$ cat config.mk
export PLATFORM = sky130hd
export DESIGN_NAME = spi_slave_param
export DESIGN_NICKNAME = d
export VERILOG_FILES = /design/src/rtl/spi_slave_param.sv
export SDC_FILE = /design/constraint.sdc
export NUM_CORES = 1
export LEC_CHECK = 0
export CORE_MARGIN = 8
export CORE_UTILIZATION = 44
export CTS_CLUSTER_DIAMETER = 150
export DETAILED_ROUTE_END_ITERATION = 10
export MAX_ROUTING_LAYER = met4
export PLACE_DENSITY = 0.65
export SYNTH_ARGS = -nofsm -noshare
export SYNTH_HDL_FRONTEND = slang
export SYNTH_SLANG_ARGS = --single-unit
$ cat constraint.sdc
create_clock -name clk -period 5.3 [get_ports clk]
set_input_delay 1.06 -clock clk [delete_from_list [all_inputs] [get_ports clk]]
set_output_delay 1.06 -clock clk [all_outputs]
set_load 0.005 [all_outputs]
$ cat src/rtl/spi_slave_param.sv
// SPI slave front-end: MOSI frames {cmd, payload} -> rx_data/rx_valid, RAM read data -> MISO.
// Define SPI_TX_TIMEOUT_EN to abandon a read after TIMEOUT_CYC cycles without tx_valid (rd_timeout pulse).

// state     | meaning
// ----------+------------------------------------------------------------
// IDLE      | SS_n high or frame just started; nothing in flight
// CHK_CMD   | sample mode bit, pick WRITE / READ_ADD / READ_DATA
// WRITE     | shift in write frame
// READ_ADD  | shift in read-address frame
// READ_DATA | shift in read-data frame, then wait for tx_valid (rd_wait)
// TX        | serialise latched tx_data on MISO, MSB first
// DONE      | frame finished, hold MISO low until SS_n rises

module spi_slave_param #(
    parameter int DATA_W      = 8,
    parameter int TIMEOUT_CYC = 64
) (
    input  logic              clk,
    input  logic              rst_n,
    input  logic              MOSI,
    input  logic              SS_n,
    output logic              MISO,
    output logic [DATA_W+1:0] rx_data,
    output logic              rx_valid,
    input  logic [DATA_W-1:0] tx_data,
    input  logic              tx_valid,
    output logic              rd_timeout
);

    localparam int FRAME_W = DATA_W + 2;
    localparam int CNT_W   = $clog2(FRAME_W);

    if (TIMEOUT_CYC < 1) begin : g_bad_timeout
        $error("spi_slave_param: TIMEOUT_CYC must be at least 1");
    end

    typedef enum logic [2:0] {
        IDLE,
        CHK_CMD,
        WRITE,
        READ_ADD,
        READ_DATA,
        TX,
        DONE
    } state_t;

    state_t             state;
    state_t             state_nxt;
    logic [CNT_W-1:0]   bit_cnt;
    logic [FRAME_W-2:0] shift_reg;
    logic [DATA_W-1:0]  tx_shift;
    logic               rd_addr_done;
    logic               rd_wait;
    logic               shifting;
    logic               cnt_zero;
    logic               timeout_hit;

    assign cnt_zero = (bit_cnt == '0);
    // READ_DATA keeps its state while waiting for the RAM; rd_wait separates that from shifting.
    assign shifting = (state == WRITE) || (state == READ_ADD) ||
                      ((state == READ_DATA) && !rd_wait);

`ifdef SPI_TX_TIMEOUT_EN
    localparam int TO_W = $clog2(TIMEOUT_CYC + 1);

    logic [TO_W-1:0] to_cnt;

    assign timeout_hit = (state == READ_DATA) && rd_wait && !tx_valid && (to_cnt == '0);

    always_ff @(posedge clk) begin
        if (!rst_n) begin
            to_cnt     <= '0;
            rd_timeout <= 1'b0;
        end else begin
            rd_timeout <= timeout_hit && !SS_n;
            if ((state == READ_DATA) && shifting && cnt_zero) begin
                to_cnt <= TO_W'(TIMEOUT_CYC - 1);
            end else if (rd_wait && (to_cnt != '0)) begin
                to_cnt <= to_cnt - TO_W'(1);
            end
        end
    end
`else
    assign timeout_hit = 1'b0;
    assign rd_timeout  = 1'b0;
`endif

    always_ff @(posedge clk) begin
        if (!rst_n) begin
            state <= IDLE;
        end else begin
            state <= state_nxt;
        end
    end

    always_comb begin
        state_nxt = state;
        if (SS_n) begin
            state_nxt = IDLE;
        end else begin
            case (state)
                IDLE:    state_nxt = CHK_CMD;
                CHK_CMD: begin
                    if (!MOSI) begin
                        state_nxt = WRITE;
                    end else if (rd_addr_done) begin
                        state_nxt = READ_DATA;
                    end else begin
                        state_nxt = READ_ADD;
                    end
                end
                WRITE, READ_ADD: begin
                    if (cnt_zero) begin
                        state_nxt = DONE;
                    end
                end
                READ_DATA: begin
                    if (rd_wait) begin
                        if (tx_valid) begin
                            state_nxt = TX;
                        end else if (timeout_hit) begin
                            state_nxt = DONE;
                        end
                    end
                end
                TX: begin
                    if (cnt_zero) begin
                        state_nxt = DONE;
                    end
                end
                DONE:    state_nxt = DONE;
                default: state_nxt = IDLE;
            endcase
        end
    end

    always_comb begin
        MISO = 1'b0;
        if (state == TX) begin
            MISO = tx_shift[DATA_W-1];
        end
    end

    always_ff @(posedge clk) begin
        if (!rst_n) begin
            bit_cnt      <= '0;
            shift_reg    <= '0;
            tx_shift     <= '0;
            rx_data      <= '0;
            rx_valid     <= 1'b0;
            rd_addr_done <= 1'b0;
            rd_wait      <= 1'b0;
        end else begin
            rx_valid <= 1'b0;
            if (SS_n) begin
                bit_cnt <= '0;
                rd_wait <= 1'b0;
            end else begin
                case (state)
                    CHK_CMD: begin
                        bit_cnt <= CNT_W'(FRAME_W - 1);
                        rd_wait <= 1'b0;
                    end
                    WRITE, READ_ADD, READ_DATA: begin
                        if (shifting) begin
                            shift_reg <= {shift_reg[FRAME_W-3:0], MOSI};
                            if (cnt_zero) begin
                                rx_data  <= {shift_reg, MOSI};
                                rx_valid <= 1'b1;
                                if (state == READ_ADD) begin
                                    rd_addr_done <= 1'b1;
                                end
                                if (state == READ_DATA) begin
                                    rd_addr_done <= 1'b0;
                                    rd_wait      <= 1'b1;
                                end
                            end else begin
                                bit_cnt <= bit_cnt - CNT_W'(1);
                            end
                        end else if (tx_valid) begin
                            tx_shift <= tx_data;
                            bit_cnt  <= CNT_W'(DATA_W - 1);
                            rd_wait  <= 1'b0;
                        end else if (timeout_hit) begin
                            rd_wait <= 1'b0;
                        end
                    end
                    TX: begin
                        tx_shift <= tx_shift << 1;
                        if (!cnt_zero) begin
                            bit_cnt <= bit_cnt - CNT_W'(1);
                        end
                    end
                    default: ;
                endcase
            end
        end
    end

endmodule

## Word-level counts from Yosys, hierarchy flattened

Index checks and enable logic that the tools add are counted.

- Word-level logic and storage cells: 70
- Register bits after elaboration: 37
- Input port bits: 13
- Output and inout bits: 13

- Muxes and demuxes: 22
- Add/subtract/negate cells: 1
- Reductions and logical operators: 21
- Bitwise operators: 4
- Equality and inequality tests: 14

Operators by type and width:

| operator | number |
|---|---|
| $mux W8 | 2 |
| $pmux W8 S2 | 1 |
| $mux W3 | 5 |
| $pmux W3 S5 | 1 |
| $mux W4 | 3 |
| $pmux W4 S3 | 1 |
| $reduce_and A4 Y1 | 3 |
| $eq A3 B3 Y1 const B | 3 |
| $ne A3 B3 Y1 const B | 3 |
| $mux W1 | 8 |
| $ne A2 B2 Y1 const B | 4 |
| $eq A3 B2 Y1 const B | 2 |
| $reduce_and A3 Y1 | 2 |
| $reduce_bool A2 Y1 | 3 |
| $reduce_or A3 Y1 | 2 |
| $reduce_and A5 Y1 | 1 |
| $logic_not A4 Y1 | 1 |
| $not A1 Y1 | 4 |
| $reduce_or A4 Y1 | 1 |
| $sub A4 B1 Y4 const B | 1 |
| $eq A3 B1 Y1 const B | 1 |
| $logic_not A3 Y1 | 1 |
| $reduce_bool A3 Y1 | 1 |
| $logic_or A1 B1 Y1 | 2 |
| 6 further kinds | 6 |

## Depth between registers and ports, before layout

Gate-level depths: netlist of run 1.

- Depth after elaboration: 5
- Depth in mapped cells: 8
- Mapped depth without buffers: 6

## Worst setup path after synthesis of run 1

OpenSTA, ideal clock, no wires.

- Path kind: register -> output
- From: register state[2]
- To: output MISO
- Arrival: 1.240 ns
- Setup slack: 3.000 ns
- Buffers on the path: 2
- Required time: 4.240 ns
- Cell stages (with the launch flop): 5
- Cell sequence: dfxtp_1 > clkbuf_1 > nor2b_1 > clkbuf_1 > and3_1

- Cells in the longest elaborated chain, start to end: 2

RTL lines:

| what | RTL line | text |
|---|---|---|
| start: declaration | 47 | `state_t state;` |
| start signal: assignment | 92 | `state <= state_nxt;` |
| $eq A3 B3 Y1 | 139 | `if (state == TX) begin` |
| $mux W1 | 139 |  |
| end: declaration | 22 | `output logic MISO,` |

No other way between the ends.

## Worst setup path after layout of run 1

Same ends and word-level chain as after synthesis.

==> Implementation_results.wiki, run 1 <==
{| class="wikitable"
! Metric !! Value
|-
| Launching point of the worst reg2reg path || state[0]
|-
| Final wirelength || 3.470 mm
|-
| Signal arrival time at the worst endpoint || 2.17 ns
|-
| Net switching power || 0.0001178 W
|-
| Internal power || 0.0004052 W
|-
| PD cells || 264.2 mW/mm^2
|-
| Row count || 22
|-
| Final min period || between 3 and 4 ns
|-
| Diodes inserted || 0
|-
| Die Outline Area || 0.005970 mm^2
|-
| Run status || completed
|-
| Post-synthesis register bit count || 37
|-
| I/O pin count || 26
|-
| Max-slew violation count || 0
|-
| Kind of capture point of the worst setup path || output port
|-
| Worst-case vdd ir drop || 131.5 uV
|-
| Max cap viols || 0
|-
| Hold bufs inserted after CTS || 0
|-
| Synthesis-to-layout area growth || 19.85%
|-
| Latest clock arrival within the worst-skew pair || 0.27 ns
|-
| Buffers from clock root to sink, at most || 2
|-
| Final count of hold timing violations || 0
|-
| Number of buffers inserted to repair setup after CTS || 0
|-
| Relative contribution of sequential cells to total power || a little under three fifths
|-
| Layout Nets || 222
|-
| Post-synthesis instance area || 0.001652 mm^2
|-
| Average wire per standard cell || 13.55 um
|-
| Maximum number of pins on one net before global-route repair || 30
|-
| Width of the chip || approximately 77 um
|-
| Final period util || 60.96%
|-
| Via count || 1398
|-
| Port Buffers || 24
|-
| Number of antenna violations at the first check in global routing || 0
|-
| Number of synthesis warnings || 0
|-
| Wire length of the first global-routing pass || around 6.2 mm
|-
| RSZ-0062 raised after global routing || no
|-
| Tot GR Track Use || roughly an eighth
|-
| Portion of the post-synthesis area used by sequential elements || between 40% and 50%
|-
| Count of unresolved DRC violations after routing || 0
|-
| H-tree level count || 2
|-
| Pre-antenna DRT Iters || 4
|-
| Slew headroom || 24.10%
|-
| TritonCTS sink count || 37
|-
| Highest-count cells in the layout ignoring fill and taps || 37 x sky130_fd_sc_hd__dfxtp_1, 34 x sky130_fd_sc_hd__nor2_1, 24 x sky130_fd_sc_hd__clkdlybuf4s50_1
|-
| Worst hold path startpoint || rx_data[6]
|-
| HPWL after detailed placement || 2.477 mm
|-
| Hold Path Class || reg2reg
|-
| Leak Pwr || 0.7457 nW
|-
| CTS tree || done
|-
| Measured slew at the worst slew-check pin || 1.139 ns
|-
| Synthesized area per cell || 8.693 um^2
|-
| Area inside the core boundary || 0.003633 mm^2
|-
| Fillers || 355
|-
| Combinational fraction of design power || 8.6%
|-
| Crit path from || state[2]
|-
| Gate count of the mapped netlist || 190
|-
| Clock skew || around 0.0065 ns
|-
| Drt first-iter violations || 111
|-
| Clock share of power || 36.4%
|-
| Detailed-route vias per instance || 5.461
|-
| Launching element type of the critical path || register
|-
| Synth unique cells || 38
|-
| Sum of internal, switching and leakage power || 0.0005229 W
|-
| Global placement routability congestion || 0.8505
|-
| Layout cells sized above 1 || 3.365%
|-
| Switching share of power || 22.52%
|-
| Total nets after synthesis || between 200 and 250
|-
| Clock root cell || sky130_fd_sc_hd__clkbuf_8
|-
| Setup violations, final || 0
|-
| Crit Path Category || reg2out
|-
| Die height || a little under 80 um
|-
| Peak fanout along the critical path || 13
|-
| Highest Clock Rate || about 310 MHz
|-
| Clock transition at the registers of the reported paths || 0.07 ns
|-
| Starting density of the core || 45.45%
|-
| TritonCTS buffer count || 5
|-
| Largest register FFs || 10
|-
| Count of antenna-violating nets left after detailed routing || 0
|-
| Commonest non-fill, non-tap cell in the layout || sky130_fd_sc_hd__dfxtp_1
|-
| Data required time at the worst endpoint || 4.24 ns
|-
| Vias in the first global route || 1341
|-
| Residual overflow from global routing || 0
|-
| Number of gates resized after cts || 0
|-
| Final total negative setup slack || 0 ns
|}
Yosys cell counts (all sizes together):
library cell   n  area, um^2
nor3           5       25.02
a2111oi        1       8.760
nand2b         5       31.28
a22oi          1       7.510
a211o          1       8.760
or3b           1       8.760
a31oi          1       6.260
a21oi          5       25.02
dfxtp         37       740.7
o21ai          6       30.03
or4b           1       10.01
nand2         12       45.04
o22ai          1       6.260
nand3b         3       22.52
a311oi         7       61.31
o32ai          1       8.760
buf            5       32.53
o211ai         1       7.510
ha             1       12.51
nor4           1       6.260
mux2i         21       210.2
or3            2       12.51
a211oi         3       22.52
nand3          7       35.03
nor2b          3       18.77
and3           1       6.260
nor2          34       127.6
and3b          1       8.760
and2           1       6.260
xnor2          1       8.760
a221oi         2       17.52
clkbuf         9       33.78
o221ai         1       8.760
inv            7       26.28
conb           1       3.750
critical path: stages (launching register included):
cell and delay (ns):
sky130_fd_sc_hd__dfxtp_1 0.56, sky130_fd_sc_hd__nor2b_1 0.59, sky130_fd_sc_hd__and3_1 0.24, sky130_fd_sc_hd__clkdlybuf4s50_1 0.50
metal layers:
metal / part of all wire [%] / wire length, um / vias to the layer above / GRT usage (%)
li1: - / - / 699 / -
met1: 47 / 1636 / 660 / 15.19
met2: 47 / 1642 / 32 / 19.38
met3: 4.7 / 164 / 7 / 3.963
met4: 0.78 / 27 / 0 / 2.830
met5: 0 / 0 / - / -
cell type report:
| cell class | instances | area, um^2 | area share [%] |
|---|---|---|---|
| multi-input cells | 132 | 818.3 | 41.34 |
| flip-flops and latches | 37 | 740.7 | 37.42 |
| repair buffers | 25 | 247.7 | 12.52 |
| clock buffers | 7 | 86.33 | 4.362 |
| well taps | 48 | 60.06 | 3.034 |
| inverters | 7 | 26.28 | 1.327 |
path summary, 6_finish.rpt:
kind | to | slack (ns) | cells past startpoint
hold reg to reg | rx_data[6] | 0.50 | 2
setup / recovery | MISO | 2.07 | 3
hold / removal | rx_data[6] | 0.50 | 2
setup reg to reg | shift_reg[6] | 2.71 | 4
through the flow:
stage                     utilization [%]  instance area, um^2  hold slack, ns  worst slack, ns  instances
after floorplan                         -                 1652          0.4596            3.000        190
after global placement              52.10                 1893          0.4810            2.386        249
after detailed placement            52.10                 1893          0.4887            2.354        249
after CTS                           54.48                 1979          0.5055            2.061        256
after global routing                54.48                 1979          0.5322            1.921        256
final                               54.48                 1979          0.5006            2.069        256
logic make-up (layout without fill, tap and decap cells):
kind of cell	count (synthesis)	in the layout	share of synthesized area, %
mux	21	21	12.73
compound gates	31	31	13.26
flops	37	37	44.85
fa+ha+maj	1	1	0.7575
xor+xnor	1	1	0.5304
other cells	1	1	0.2271
buf+inv	21	39	5.606
simple gates	77	77	22.05
power by group through the flow:
| stage | Sequential, W | Combinational [W] | Clock [W] |
|---|---|---|---|
| 6_report | 0.000288 | 0.0000449 | 0.000190 |
| 5_1_grt | 0.000288 | 0.0000508 | 0.000206 |
| 4_1_cts | 0.000288 | 0.0000450 | 0.000196 |
| 3_5_place_dp | 0.000294 | 0.0000446 | 0 |
| 3_3_place_gp | 0.000294 | 0.0000434 | 0 |
| 2_1_floorplan | 0.000290 | 0.0000329 | 0 |
Power figures use the tool's default switching activity.
==> inputs of run 2 (changes only) <==
- PLACE_DENSITY: 0.65 -> 0.68
- clock period: 5.3 -> 2.8 ns (I/O delays scaled with it)
==> run 2 against run 1 <==
  * Sequential cell count did not move
  * Utilization increased by 0.62 points
  * First-iteration DRC count down 22%
  * Setup slack worse by 1.7 ns
  * Sequential share of layout area is 0.42 points lower
  * Critical path depth grew 1
  * Global-route usage rose by 0.37 points
  * Largest cell class unchanged
  * Largest power group unchanged
==> Implementation_results.wiki, run 2 (synthesis gave the netlist of run 1 again) <==
{| class="wikitable"
! Metric !! Value
|-
| Run status || completed
|-
| Final design area excluding fillers || 0.002002 mm^2
|-
| TritonCTS buffer count || 5
|-
| Worst-case vdd ir drop || 263.7 uV
|-
| Residual overflow from global routing || 0
|-
| Peak fanout along the critical path || 13
|-
| Clock transition at the registers of the reported paths || 0.07 ns
|-
| Slew headroom || between 40 and 50%
|-
| Crit Path Category || reg2out
|-
| Final wirelength || 3.658 mm
|-
| Count of antenna-violating nets left after detailed routing || 0
|-
| I/O pin count || 26
|-
| Final period util || between 80% and 90%
|-
| Layout cells sized above 1 || ~4.7%
|-
| Number of gates resized after cts || 0
|-
| Signal arrival time at the worst endpoint || 1.86 ns
|-
| Setup violations, final || 0
|-
| Synthesis-to-layout area growth || 21.21%
|-
| HPWL after detailed placement || 2.593 mm
|-
| Vias in the first global route || 1394
|-
| Diodes inserted || 0
|-
| Die height || 77.27 um
|-
| Switching share of power || 23.47%
|-
| TritonCTS sink count || 37
|-
| CTS tree || done
|-
| Hold Path Class || reg2reg
|-
| Width of the chip || slightly below 80 um
|-
| Pre-antenna DRT Iters || 4
|-
| Max cap viols || 0
|-
| Fillers || 355
|-
| Cell area after placement || 0.001916 mm^2
|-
| Sequential cell area in the final layout || 740.7 um^2
|-
| Detailed-route vias per instance || 5.394
|-
| Buffers from clock root to sink, at most || 2
|-
| H-tree level count || 2
|-
| Layout Nets || between 200 and 250
|-
| Starting density of the core || a little under half
|-
| Area inside the core boundary || 0.003633 mm^2
|-
| RSZ-0062 raised after global routing || no
|-
| Commonest non-fill, non-tap cell in the layout || sky130_fd_sc_hd__dfxtp_1
|-
| Global placement routability congestion || 0.9024
|-
| Data required time at the worst endpoint || 2.24 ns
|-
| Final count of hold timing violations || 0
|-
| Combinational fraction of design power || ~9.0%
|-
| Area taken by multi-input logic gates || between 800 and 900 um^2
|-
| Net switching power || 0.0002356 W
|-
| Max-slew violation count || 0
|-
| Latest clock arrival within the worst-skew pair || 0.28 ns
|-
| Wire length of the first global-routing pass || ~6.2 mm
|-
| Internal power || 0.0007685 W
|-
| Final total negative setup slack || 0 ns
|-
| Maximum number of pins on one net before global-route repair || 30
|-
| Tot GR Track Use || 12.78%
|-
| Highest-count cells in the layout ignoring fill and taps || 37 x sky130_fd_sc_hd__dfxtp_1, 34 x sky130_fd_sc_hd__nor2_1, 24 x sky130_fd_sc_hd__clkdlybuf4s50_1
|-
| Number of buffers inserted to repair setup after CTS || 0
|-
| Launching element type of the critical path || register
|-
| Highest Clock Rate || 413.0 MHz
|-
| Clock root cell || sky130_fd_sc_hd__clkbuf_8
|-
| Die Outline Area || 0.005970 mm^2
|-
| Relative contribution of sequential cells to total power || 54.0%
|-
| Number of antenna violations at the first check in global routing || 0
|-
| Final min period || 2.421 ns
|-
| Clock share of power || 37.0%
|-
| Row count || 22
|-
| Largest register FFs || 10
|-
| Clock skew || 0.006136 ns
|-
| Count of unresolved DRC violations after routing || 0
|-
| Hold bufs inserted after CTS || 0
|-
| Average wire per standard cell || about 14 um
|-
| PD cells || 501.6 mW/mm^2
|-
| Leak Pwr || 0.7618 nW
|-
| Via count || ~1.4k
|-
| Measured slew at the worst slew-check pin || approximately 0.86 ns
|-
| Kind of capture point of the worst setup path || output port
|-
| Port Buffers || 24
|-
| Drt first-iter violations || 87
|}
-- run 2: cell count changes in the layout (fill, tap and decap cells not counted), sizes merged --
| cell | change |
|---|---|
| buf | +3 |
-- run 2: power groups by stage --
stage	sequential (W)	clock, W	combinational, W
final	0.000542	0.000372	0.0000905
after floorplan	0.000549	0	0.0000622
after CTS	0.000542	0.000380	0.0000904
after global routing	0.000543	0.000403	0.0000990
after global placement	0.000553	0	0.0000868
after detailed placement	0.000554	0	0.0000894
-- run 2: routing by layer --
metal	track usage [%]	part of all wire, %	vias up
li1	-	-	705
met3	4.662	4.2	4
met5	-	0	-
met1	13.07	44	654
met2	22.41	51	34
met4	3.585	0.74	0
-- run 2: cell type report --
class	instances	share of cell area, %
multi-input cells	132	40.88
flip-flops and latches	37	37.00
repair buffers	28	13.50
clock buffers	7	4.313
well taps	48	3.000
inverters	7	1.313
-- run 2: worst max-delay path, stage by stage (launching register included) --
cell and delay [ns]:
sky130_fd_sc_hd__dfxtp_1 0.57, sky130_fd_sc_hd__nor2b_1 0.18, sky130_fd_sc_hd__buf_4 0.17, sky130_fd_sc_hd__and3_1 0.16, sky130_fd_sc_hd__clkdlybuf4s50_1 0.49
-- run 2: final timing paths --
kind                                   from      endpoint  slack, ns  cells after the start
worst max-delay path               state[2]          MISO       0.38                      4
worst min-delay path            tx_shift[7]   tx_shift[7]       0.50                      2
worst max register to register   bit_cnt[0]  rd_addr_done       0.61                      6
worst min register to register  tx_shift[7]   tx_shift[7]       0.50                      2
-- run 2: per-stage QoR --
| step | hold slack [ns] | cells | worst slack [ns] | total power, W | util, % |
|---|---|---|---|---|---|
| global placement | 0.4833 | 252 | 0.6998 | 0.0006399 | 52.72 |
| floorplan | 0.4596 | 190 | 0.8772 | 0.0006111 | - |
| finish | 0.5017 | 259 | 0.3787 | 0.001004 | 55.10 |
| global route | 0.5171 | 259 | 0.2150 | 0.001045 | 55.10 |
| detailed placement | 0.4898 | 252 | 0.6143 | 0.0006430 | 52.72 |
| CTS | 0.5032 | 259 | 0.3668 | 0.001012 | 55.10 |
==> inputs of run 3 (changes only) <==
- PLACE_DENSITY: 0.68 -> 0.8
==> run 3 against run 2 <==
  * Combinational power about the same
  * Sequential power about the same
  * Clock-buffer cell count is 2 lower
  * Setup slack better by 0.090 ns
  * Power is 9.6% higher
  * First-iteration DRC count increased by 24%
  * Sequential share of layout area is 0.79 points lower
  * Global-route usage fell by 0.39 points
  * Register-to-register slack about the same
  * Wire length down 6.4%
  * Critical endpoint unchanged
  * Largest power group unchanged
==> Implementation_results.wiki, run 3 (synthesis gave the netlist of run 1 again) <==
{| class="wikitable"
! Metric !! Value
|-
| Number of buffers inserted to repair setup after CTS || 0
|-
| Final total negative setup slack || 0 ns
|-
| Final period util || 83.27%
|-
| Max cap viols || 0
|-
| Measured slew at the worst slew-check pin || 0.5758 ns
|-
| Count of unresolved DRC violations after routing || 0
|-
| Hold Path Class || reg2reg
|-
| Global placement routability congestion || 0.8692
|-
| Hold bufs inserted after CTS || 0
|-
| Residual overflow from global routing || 0
|-
| Vias in the first global route || 1334
|-
| TritonCTS sink count || 37
|-
| Die Outline Area || 0.005970 mm^2
|-
| Setup violations, final || 0
|-
| Average wire per standard cell || 13.06 um
|-
| CTS tree || done
|-
| HPWL after detailed placement || around 2.4 mm
|-
| TritonCTS buffer count || 5
|-
| Total placed cells including tap cells || roughly 250
|-
| Starting density of the core || 45.45%
|-
| Tot GR Track Use || about 12%
|-
| Layout cells sized above 1 || 6.542%
|-
| Count of antenna-violating nets left after detailed routing || 0
|-
| Maximum number of pins on one net before global-route repair || 29
|-
| RSZ-0062 raised after global routing || no
|-
| Die height || 77.27 um
|-
| Cell area after placement || between 0.0015 and 0.002 mm^2
|-
| Peak fanout along the critical path || 13
|-
| Final wirelength || 3.423 mm
|-
| Clock transition at the registers of the reported paths || 0.07 ns
|-
| Final count of hold timing violations || 0
|-
| Run status || completed
|-
| Worst-case vdd ir drop || roughly 390 uV
|-
| Layout Nets || 227
|-
| Clock root cell || sky130_fd_sc_hd__clkbuf_8
|-
| Synthesis-to-layout area growth || 23.86%
|-
| H-tree level count || 2
|-
| Via count || 1371
|-
| Width of the chip || around 77 um
|-
| Launching element type of the critical path || register
|-
| Number of gates resized after cts || 0
|-
| Wire length of the first global-routing pass || around 6.0 mm
|-
| Final design area excluding fillers || a little over 0.002 mm^2
|-
| Slew headroom || 61.61%
|-
| Drt first-iter violations || 108
|-
| Final min period || 2.332 ns
|-
| Commonest non-fill, non-tap cell in the layout || sky130_fd_sc_hd__dfxtp_1
|-
| Port Buffers || 24
|-
| PD cells || 538.0 mW/mm^2
|-
| Highest-count cells in the layout ignoring fill and taps || 37 x sky130_fd_sc_hd__dfxtp_1, 34 x sky130_fd_sc_hd__nor2_1, 24 x sky130_fd_sc_hd__clkdlybuf4s50_1
|-
| Data required time at the worst endpoint || 2.24 ns
|-
| Highest Clock Rate || around 430 MHz
|-
| Kind of capture point of the worst setup path || output port
|-
| Buffers from clock root to sink, at most || 2
|-
| Crit Path Category || reg2out
|-
| Largest register FFs || 10
|-
| Sum of internal, switching and leakage power || between 0.001 and 0.0015 W
|-
| Pre-antenna DRT Iters || 4
|-
| Clock skew || 0.006444 ns
|-
| Max-slew violation count || 0
|-
| Latest clock arrival within the worst-skew pair || 0.29 ns
|-
| Leak Pwr || between 0.7 and 0.8 nW
|-
| Area inside the core boundary || roughly 0.0036 mm^2
|-
| Number of antenna violations at the first check in global routing || 0
|-
| I/O pin count || 26
|-
| Signal arrival time at the worst endpoint || 1.77 ns
|-
| Detailed-route vias per instance || between 5 and 6
|-
| Row count || 22
|-
| Layout Cells excl Fill || about 260
|-
| Diodes inserted || 0
|}
run 3: cell count changes in the layout (fill, tap and decap cells not counted):
cell / delta
sky130_fd_sc_hd__clkinvlp_4: +1
sky130_fd_sc_hd__buf_4: +2
sky130_fd_sc_hd__bufinv_16: +1
sky130_fd_sc_hd__clkinv_4: +1
sky130_fd_sc_hd__clkbuf_1: -1
sky130_fd_sc_hd__clkbuf_8: -1
run 3: path summary, 6_finish.rpt:
kind,cells after the start,slack [ns],end,startpoint
worst min-delay path,2,0.50,rx_data[9],shift_reg[8]
worst min register to register,2,0.50,rx_data[9],shift_reg[8]
worst max register to register,4,0.62,rd_addr_done,state[2]
worst max-delay path,3,0.47,MISO,state[2]
run 3: power breakdown:
| part | switching [W] | total, W | internal (W) |
|---|---|---|---|
| Sequential | 0.00000897 | 0.000541 | 0.000532 |
| Clock | 0.000203 | 0.000469 | 0.000266 |
| Combinational | 0.0000480 | 0.0000904 | 0.0000424 |
run 3: cell type report:
| type | count | area (um^2) |
|---|---|---|
| repair buffers | 30 | 285.3 |
| fillers | 348 | 1588 |
| multi-input cells | 132 | 818.3 |
| well taps | 48 | 60.06 |
| inverters | 7 | 26.28 |
| flip-flops and latches | 37 | 740.7 |
| clock inverters | 3 | 46.29 |
| clock buffers | 5 | 68.82 |
run 3: layer usage:
layer | wire length, um | global-route usage [%] | vias to the layer above | part of all wire (%)
met2 | 1551 | 19.21 | 20 | 45
met5 | 0 | - | - | 0
met1 | 1705 | 14.39 | 639 | 50
met4 | 40 | 4.340 | 0 | 1.2
met3 | 126 | 4.545 | 5 | 3.7
li1 | - | - | 707 | -
run 3: stage by stage:
step	setup WS [ns]	utilization, %	hold WS (ns)
finish	0.4684	56.30	0.5049
global route	0.3728	56.30	0.5249
CTS	0.4602	56.30	0.5056
detailed placement	0.6534	53.13	0.4910
global placement	0.7278	53.13	0.4790
floorplan	0.8772	-	0.4596
run 3: critical path, stage by stage, from the launching register on:
cell,delay (ns)
sky130_fd_sc_hd__dfxtp_1,0.59
sky130_fd_sc_hd__nor2b_1,0.23
sky130_fd_sc_hd__and3_1,0.17
sky130_fd_sc_hd__clkdlybuf4s50_1,0.49
